==> config.mk <==
export PLATFORM = sky130hd
export DESIGN_NAME = exp_requester
export DESIGN_NICKNAME = d
export VERILOG_FILES = /design/src/rtl/exp_req_pkg.sv /design/src/rtl/exp_op_fifo.sv /design/src/rtl/exp_requester.sv
export SDC_FILE = /design/constraint.sdc
export NUM_CORES = 1
export LEC_CHECK = 0
export CAP_MARGIN = 20
export CORE_MARGIN = 2
export CORE_UTILIZATION = 55
export CTS_CLUSTER_SIZE = 28
export DETAILED_ROUTE_END_ITERATION = 10
export GPL_TIMING_DRIVEN = 0
export PLACE_DENSITY = 0.88
export SLEW_MARGIN = 40
export SYNTH_ARGS = -nofsm -noshare
export SYNTH_HDL_FRONTEND = slang
export SYNTH_HIERARCHICAL = 1
export SYNTH_SLANG_ARGS = --single-unit
==> constraint.sdc <==
create_clock -name clk -period 3.9 [get_ports clk]
set_clock_uncertainty 0.2 [all_clocks]
set_input_delay 0.39 -clock clk [delete_from_list [all_inputs] [get_ports clk]]
set_output_delay 0.39 -clock clk [all_outputs]
set_load 0.02 [all_outputs]
==> src/rtl/exp_req_pkg.sv <==
// Shared types and constants for the exponential-unit requester.
// Latency: n/a (declarations only).
// Backpressure: n/a.
package exp_req_pkg;

   localparam int XW = 16;                   // operand width (unit x)
   localparam int RW = 18;                   // result width {intpart, fracpart}

   // Result substituted when the unit never answers, so the stream keeps moving
   localparam logic [RW-1:0] TIMEOUT_DATA = 18'h3FFFF;

   typedef enum logic [1:0] {
      IDLE,
      LAUNCH,
      WAIT_DONE,
      HOLD
   } state_t;

endpackage

==> src/rtl/exp_op_fifo.sv <==
// Operand FIFO: synchronous, power-of-two depth, head visible combinationally.
// Latency: a push is visible at the head on the following cycle.
// Backpressure: full blocks further pushes; pop on empty and push on full are ignored.
module exp_op_fifo #(
   parameter int DEPTH = 4,
   parameter int W     = 16
) (
   input  logic         clk,
   input  logic         rst,
   input  logic         push,
   input  logic         pop,
   input  logic [W-1:0] din,
   output logic         full,
   output logic         empty,
   output logic [W-1:0] head
);

   localparam int AW = $clog2(DEPTH);
   localparam logic [AW:0] PTR_ONE = 1;

   // Extra pointer MSB separates the full case from the empty case
   logic [AW:0]  wr_ptr;
   logic [AW:0]  rd_ptr;
   logic [W-1:0] mem [DEPTH];

   assign empty = (wr_ptr == rd_ptr);
   assign full  = (wr_ptr[AW] != rd_ptr[AW]) && (wr_ptr[AW-1:0] == rd_ptr[AW-1:0]);
   assign head  = mem[rd_ptr[AW-1:0]];

   // Pointer update; natural wrap of the AW+1 bit counters is modulo 2*DEPTH
   always_ff @(posedge clk or posedge rst) begin
      if (rst) begin
         wr_ptr <= '0;
         rd_ptr <= '0;
      end else begin
         if (push && !full)
            wr_ptr <= wr_ptr + PTR_ONE;
         if (pop && !empty)
            rd_ptr <= rd_ptr + PTR_ONE;
      end
   end

   // Storage write; contents need no reset because empty masks them
   always_ff @(posedge clk) begin
      if (push && !full)
         mem[wr_ptr[AW-1:0]] <= din;
   end

endmodule

==> src/rtl/exp_requester.sv <==
// Initiator for the exponential unit's start/done handshake with operand FIFO and result register.
// Latency: START_CYCLES + unit latency + 2 cycles from FIFO head to out_valid; launches are serial.
// Backpressure: in_ready = FIFO not full; result held in HOLD until out_ready. Watchdog: EXP_REQ_TIMEOUT_EN.
module exp_requester
   import exp_req_pkg::*;
#(
   parameter int DEPTH        = 4,
   parameter int START_CYCLES = 2,
   parameter int TIMEOUT      = 256
) (
   input  logic          clk,
   input  logic          rst,
   input  logic          in_valid,
   output logic          in_ready,
   input  logic [XW-1:0] in_x,
   output logic          exp_start,
   output logic [XW-1:0] exp_x,
   input  logic          exp_done,
   input  logic [1:0]    exp_int,
   input  logic [15:0]   exp_frac,
   output logic          out_valid,
   input  logic          out_ready,
   output logic [RW-1:0] out_data,
   output logic          busy,
   output logic          err_timeout
);

   localparam int CW = (START_CYCLES > 1) ? $clog2(START_CYCLES) : 1;
   localparam logic [CW-1:0] CNT_ONE = 1;

   if (DEPTH < 2 || (DEPTH & (DEPTH - 1)) != 0 || START_CYCLES < 1 || TIMEOUT < 1) begin : g_bad_params
      $error("exp_requester: illegal parameter set");
   end

   state_t        state;
   logic [CW-1:0] launch_cnt;
   logic          seen_low;
   logic          fifo_full;
   logic          fifo_empty;
   logic [XW-1:0] fifo_head;
   logic          pop;
   logic          capture;
   logic          wd_fire;

   // Launch only when the unit reports idle; done is high whenever it is idle
   assign pop      = (state == IDLE) && !fifo_empty && exp_done;
   assign in_ready = !fifo_full;
   assign busy     = (state != IDLE) || !fifo_empty;
   // A done sample counts only after the unit has been seen busy for this launch
   assign capture  = (state == WAIT_DONE) && exp_done && seen_low;

   exp_op_fifo #(
      .DEPTH (DEPTH),
      .W     (XW)
   ) u_fifo (
      .clk   (clk),
      .rst   (rst),
      .push  (in_valid && in_ready),
      .pop   (pop),
      .din   (in_x),
      .full  (fifo_full),
      .empty (fifo_empty),
      .head  (fifo_head)
   );

`ifdef EXP_REQ_TIMEOUT_EN
   localparam int WW = $clog2(TIMEOUT + 1);
   localparam logic [WW-1:0] WD_ONE  = 1;
   localparam logic [WW-1:0] WD_LAST = WW'(TIMEOUT - 1);

   logic [WW-1:0] wd_cnt;

   assign wd_fire = (state == WAIT_DONE) && !capture && (wd_cnt == WD_LAST);

   // Watchdog: counts cycles spent in WAIT_DONE, restarts on every other state
   always_ff @(posedge clk or posedge rst) begin
      if (rst)
         wd_cnt <= '0;
      else if (state != WAIT_DONE)
         wd_cnt <= '0;
      else if (!wd_fire)
         wd_cnt <= wd_cnt + WD_ONE;
   end

   // Sticky timeout flag, cleared only by reset
   always_ff @(posedge clk or posedge rst) begin
      if (rst)
         err_timeout <= 1'b0;
      else if (wd_fire)
         err_timeout <= 1'b1;
   end
`else
   assign wd_fire     = 1'b0;
   assign err_timeout = 1'b0;
`endif

   // Request sequencer: pop, hold start for START_CYCLES, wait for a genuine done, hold result
   always_ff @(posedge clk or posedge rst) begin
      if (rst) begin
         state      <= IDLE;
         launch_cnt <= '0;
         seen_low   <= 1'b0;
         exp_start  <= 1'b0;
         exp_x      <= '0;
         out_valid  <= 1'b0;
         out_data   <= '0;
      end else begin
         case (state)
            IDLE: begin
               if (pop) begin
                  exp_x      <= fifo_head;
                  launch_cnt <= CW'(START_CYCLES - 1);
                  seen_low   <= 1'b0;
                  exp_start  <= 1'b1;
                  state      <= LAUNCH;
               end
            end
            LAUNCH: begin
               if (!exp_done)
                  seen_low <= 1'b1;
               if (launch_cnt == '0) begin
                  exp_start <= 1'b0;
                  state     <= WAIT_DONE;
               end else begin
                  launch_cnt <= launch_cnt - CNT_ONE;
               end
            end
            WAIT_DONE: begin
               if (capture) begin
                  out_data  <= {exp_int, exp_frac};
                  out_valid <= 1'b1;
                  state     <= HOLD;
               end else if (wd_fire) begin
                  out_data  <= TIMEOUT_DATA;
                  out_valid <= 1'b1;
                  state     <= HOLD;
               end else if (!exp_done) begin
                  seen_low <= 1'b1;
               end
            end
            HOLD: begin
               if (out_ready) begin
                  out_valid <= 1'b0;
                  state     <= IDLE;
               end
            end
            default: state <= IDLE;
         endcase
      end
   end

endmodule

## Word level (Yosys, flattened, before mapping)

Memory sizes are Yosys's and may differ from the RTL's. A register that Yosys moved wholly into a read port is not among the register bits.
Cells that the tools add are included.

| word-level totals | value |
|---|---|
| flip-flop bits (word level) | 30 |
| bits in latches | 0 |
| bits in writable memories | 64 |
| bits in read-only memories | 0 |
| bits of input ports | 39 |
| output and inout bits | 39 |
| memories | 1 |

| operators by class | value |
|---|---|
| add/subtract/negate cells | 3 |
| multipliers | 0 |
| div/mod/pow operators | 0 |
| magnitude comparators | 0 |
| equal/unequal tests | 11 |
| shift-type cells | 0 |
| muxes and demuxes | 19 |
| bitwise logic cells | 0 |
| reductions and logical operators | 23 |

Memories:

| name | words | width | read ports | clocked after memory_dff | write ports | RTL line | source |
|---|---|---|---|---|---|---|---|
| u_fifo.mem | 4 | 16 | 1 | 1 | 1 | exp_op_fifo.sv:24 | `logic [W-1:0] mem [DEPTH];` |

Operators with widths:

| kind | number |
|---|---|
| $mux W1 | 10 |
| $reduce_and A3 Y1 | 3 |
| $logic_and A1 B1 Y1 | 8 |
| $mux W2 | 4 |
| $ne A2 B2 Y1 const B | 4 |
| $pmux W2 S4 | 1 |
| $add A3 B1 Y3 const B | 2 |
| $pmux W1 S2 | 3 |
| $reduce_and A2 Y1 | 3 |
| $reduce_bool A2 Y1 | 3 |
| $eq A2 B2 Y1 const B | 2 |
| $reduce_and A4 Y1 | 1 |
| $eq A3 B3 Y1 | 1 |
| $pmux W1 S3 | 1 |
| $reduce_bool A3 Y1 | 1 |
| $eq A2 B1 Y1 const B | 1 |
| $eq A2 B2 Y1 | 1 |
| $logic_not A1 Y1 | 2 |
| $logic_not A2 Y1 | 1 |
| $ne A2 B1 Y1 const B | 1 |
| $logic_or A1 B1 Y1 | 1 |
| $ne A1 B1 Y1 | 1 |
| $sub A1 B1 Y1 const B | 1 |

## Longest topological paths before layout

| logic depth | value |
|---|---|
| depth in word-level cells | 7 |
| gate-level depth with buffers | 11 |
| gate-level depth less buffers | 8 |

## Hierarchy

Netlist, hierarchy kept.

By module, submodules not included:

| module | instances | cells each | area each (µm²) | sequential area each (µm²) |
|---|---|---|---|---|
| exp_op_fifo | 1 | 133 | 2827.7 | 2072.0 |
| exp_requester | 1 | 151 | 1712.9 | 1001.0 |

## Worst setup path before layout

Ideal clock, no wire load.

| timing | value |
|---|---|
| path kind | register to register |
| from | register u_fifo.rd_ptr[0] |
| to | memory u_fifo.mem[3][0], enable pin |
| setup time | 0.383 ns |
| arrival | 1.792 ns |
| data required time | 3.317 ns |
| setup slack | 1.525 ns |
| stages on the path, launching flop included | 8 |
| buffers on the path | 1 |
| path through | dfrtp_1 buf_6 xnor2_2 nand3_2 inv_1 nor2b_1 nand2_1 a31oi_2 |

| on the way | value |
|---|---|
| longest elaborated chain between the ends | 7 |

RTL lines:

| what | RTL line | source |
|---|---|---|
| start: declaration | exp_op_fifo.sv:23 | `logic [AW:0] rd_ptr;` |
| start signal: assignment | exp_op_fifo.sv:39 | `rd_ptr <= rd_ptr + PTR_ONE;` |
| $eq A2 B2 Y1 (*) | exp_op_fifo.sv:27 | `assign full = (wr_ptr[AW] != rd_ptr[AW]) && (wr_ptr[AW-1:0] == rd_ptr[AW-1:0]);` |
| $logic_and A1 B1 Y1 (*) | exp_op_fifo.sv:27 |  |
| net fifo_full | exp_requester.sv:38 | `logic fifo_full;` |
| $logic_not A1 Y1 (*) | exp_op_fifo.sv:45, exp_requester.sv:47 |  |
| $logic_and A1 B1 Y1 | exp_requester.sv:58 | `.push (in_valid && in_ready),` |
| $logic_and A1 B1 Y1 (*) | exp_op_fifo.sv:45 | `if (push && !full)` |
| $mux W1 (*) | exp_op_fifo.sv:45 |  |
| $mux W1 (not written as such) (*) | exp_op_fifo.sv:46 | `mem[wr_ptr[AW-1:0]] <= din;` |
| end: declaration | exp_op_fifo.sv:24 |  |

The timed path passes the listed nets; every way through them passes the cells marked *.

## Worst setup path after layout

| timing | value |
|---|---|
| from | register u_fifo.rd_ptr[0] |
| to | output busy |

| on the way | value |
|---|---|
| longest elaborated chain between the ends | 3 |

RTL lines:

| what | RTL line | source |
|---|---|---|
| $eq A3 B3 Y1 | exp_op_fifo.sv:26 | `assign empty = (wr_ptr == rd_ptr);` |
| net fifo_empty | exp_requester.sv:39 | `logic fifo_empty;` |
| $logic_not A1 Y1 | exp_requester.sv:48 | `assign busy = (state != IDLE) \|\| !fifo_empty;` |
| $logic_or A1 B1 Y1 | exp_requester.sv:48 |  |
| end: declaration | exp_requester.sv:24 | `output logic busy,` |

The timed path passes the listed nets, and every way through them passes these cells.

==> flow_summary.yaml <==
outcome:
  outcome: "completed"
route:
  ant_nets: 0
  firstDrtPassIters: 4
  drt_first_iter_violations: 126
  vias_per_cell: 5.29
  vias: 2546
  routed_wl_um: 7980
  route.detailed.drc: 0
  wl_per_cell_um: 16.6
logic_synthesis:
  synthAdderAreaFrac_pct: 3.03
  synth_edf_count: 64
  synth-seq-cells: 110
  synth_compound_area_share_pct: 3.64
  synth-xor-area-share_pct: 2.23
  ys_types: 41
  ys_seq_area_share_pct: 67.7
  syn_avg_cell_area_um2: 16.0
  netlist_area_um2: 4540
  synth_top_family_by_area: "multiplexers"
  synth_mux_area_share_pct: 12.9
  async_flop_share_pct: 41.8
  ys_warn_count: 6
  yosys.area_share.simple_pct: 7.16
  synth-main-ff-cell: "edfxtp_1"
  synth_nets: 334
  syn_inst: 284
clock_network:
  post-cts-setup-buffer-count: 0
  cts_buffers: 9
  cts_resized: 0
  cts_sinks: 110
  clk-insertion-delay-late_ns: 0.37
  cts_tree: "done"
  clockBufferDepth: 2
  clk_pin_slew_ns: 0.10
  htree_levels: 3
  cts-root-buf: "clkbuf_8"
  cts_hold_buf: 0
placement:
  gp_congestion: 0.793
  pre_cts_slack_ns: 1.15
  portBuffers: 76
  hpwl_um: 5510
cells_and_area:
  diodes: 0
  fin_util_pct: 69.5
  areaGrowthSynthToFinish_pct: 23.8
  nets: 421
  layout-drive-gt1-share_pct: 19.9
critical_path:
  crit_fanout: 10
  crit_required_ns: 3.31
  slowest_delay_ns: 0.62
  cp_num_buf_inv: 2
  end_kind: "output port"
  crit_path_start: "u_fifo/rd_ptr[0]"
  cp_cell_sequence: "buf_6 > xor2_2 > nor3_1 > nand2_1 > clkdlybuf4s50_1"
  cpMaxStageDelayCell: "clkdlybuf4s50_1"
  crit_path_start_kind: "flop"
  crit_end: "busy"
  critPathKind: "reg2out"
  cp.arrival_ns: 2.15
  reg2reg_from: "u_fifo/rd_ptr[0]"
  cp_top_family: "buffers and inverters"
  r2r_slack_ns: 1.26
  cp_num_cells: 5
  r2r-end: "u_fifo/mem[3][12]"
  reg2reg_depth: 7
sta:
  fin_crit_sh_pct: 70.1
  setup_violations: 0
  period_needed_ns: 2.74
  worst_slack_ns: 1.16
  maxSlewHeadroom_pct: 51.5
  clock.fmax_ghz: 0.366
  hold_viol_final: 0
  slew_violations: 0
  setup_tns_ns: 0
  tightest_slew_ns: 0.727
  rsz0062_at_grt: "no"
die:
  dieWidth_um: 94.9
  start_util_pct: 56.1
  dieArea_um2: 9000
  ios: 78
  die_y_um: 94.9
  core_area_um2: 8090
  num_rows: 33
power:
  p_per_area_nw_per_um2: 743
  vdd_drop_max_mv: 0.333
  leakage_nw: 2.21
  p_total_mw: 4.18
global_routing:
  track_usage_pct: 19.4
  antenna_found_initial: 0
  grt.overflow.total: 0
  grt_pass1_vias: 2566
  top_usage_layer: "met2"
  grtUsageMet2_pct: 34.0
  grt_pass1_wl_um: 12700
  met1_usage_pct: 23.4
  grt_max_degree: 41
  grtUsageMet3_pct: 4.95
flow_run:
  drv_cap: 0
hold_path:
  hp-class: "in2async"
## registers in the layout (all words and copies together) (netlist names)
| signal | cells |
|---|---|
| exp_start | 1 |
| exp_x | 16 |
| launch_cnt | 1 |
| out_data | 18 |
| out_valid | 1 |
| seen_low | 1 |
| state | 2 |
| u_fifo/mem | 64 |
| u_fifo/rd_ptr | 3 |
| u_fifo/wr_ptr | 3 |
## cells in the mapped netlist (2+ instances only)
cell / instances / area (um2)
edfxtp_1: 64 / 1920
nand2_1: 55 / 206
dfrtp_1: 46 / 1150
mux2_2: 18 / 203
mux4_2: 16 / 360
ha_1: 11 / 138
inv_1: 9 / 33.8
a21oi_1: 8 / 40.0
buf_6: 4 / 45.0
o31ai_1: 4 / 30.0
xnor2_1: 4 / 35.0
and3_1: 3 / 18.8
buf_2: 3 / 15.0
nor2_1: 3 / 11.3
nor3_1: 3 / 15.0
a211oi_2: 2 / 25.0
a21boi_0: 2 / 15.0
nand2b_1: 2 / 12.5
nand3_1: 2 / 10.0
nor2b_1: 2 / 12.5
xor2_1: 2 / 17.5
xor2_2: 2 / 32.5
## metal layers
metal  wire length (um)  part of all wire [%]
met3                557                   7.0
met2               4080                    51
met1               3260                    41
met5                  0                     0
met4                 85                   1.1
## stage by stage
stage | cells | hold slack [ns] | instance area, um2
2_1_floorplan | 284 | -0.0190 | 4540
3_3_place_gp | 465 | 0.258 | 5430
3_5_place_dp | 465 | 0.262 | 5440
4_1_cts | 481 | 0.126 | 5620
5_1_grt | 481 | 0.133 | 5620
6_report | 481 | 0.119 | 5620
## worst min path at each step
stage,start,endpoint,depth (start not counted)
floorplan,rst,u_fifo/rd_ptr[0],1
global placement,exp_x[4],exp_x[4],2
detailed placement,exp_x[9],exp_x[9],2
CTS,rst,u_fifo/wr_ptr[0],2
global route,rst,u_fifo/rd_ptr[1],2
finish,rst,u_fifo/rd_ptr[1],2
## worst register-to-register path, stage by stage (launching register included)
cell and delay (ns):
dfrtp_1 0.42, buf_6 0.18, xnor2_2 0.21, nand3_2 0.12, inv_1 0.06, nor2b_1 0.33
nand2_1 0.15, a31oi_4 0.61
## cell type report
cell class	count	area, um2
buffer	10	101
clock buffer	10	128
clock inverter	6	46.3
fill	563	2470
inverter	11	51.3
multi-input combinational	153	1330
sequential	110	3070
tap	105	131
timing repair buffer	76	761
## power breakdown
group,internal (mW),switching (mW)
sequential,1.61,0.175
clock,0.238,0.384
combinational,0.848,0.926
total,2.69,1.49
## cells by family after synthesis
| logic type | after synthesis |
|---|---|
| other cells | 1 |
| fa+ha+maj | 11 |
| mux | 36 |
| simple gates | 75 |
| compound gates | 21 |
| flops | 110 |
| buf+inv | 21 |
| xor+xnor | 9 |
## layout by cell type, fill, tap and decap left out, drive strengths merged, types with 2 or more instances in the layout
cell | synthesis | final
edfxtp | 64 | 64
ha | 11 | 11
a21oi | 8 | 8
inv | 11 | 13
nand3 | 3 | 3
nand2 | 55 | 55
nor2b | 2 | 2
and3 | 3 | 3
dfrtp | 46 | 46
clkinv | 0 | 3
nor3 | 3 | 3
mux2 | 19 | 19
nand2b | 3 | 3
xnor2 | 5 | 5
o31ai | 5 | 5
clkdlybuf4s50 | 0 | 76
a21boi | 2 | 2
nor2 | 3 | 3
xor2 | 4 | 4
clkbuf | 1 | 11
mux4 | 16 | 16
a211oi | 3 | 3
buf | 9 | 9
Power figures use the tool's default switching activity.
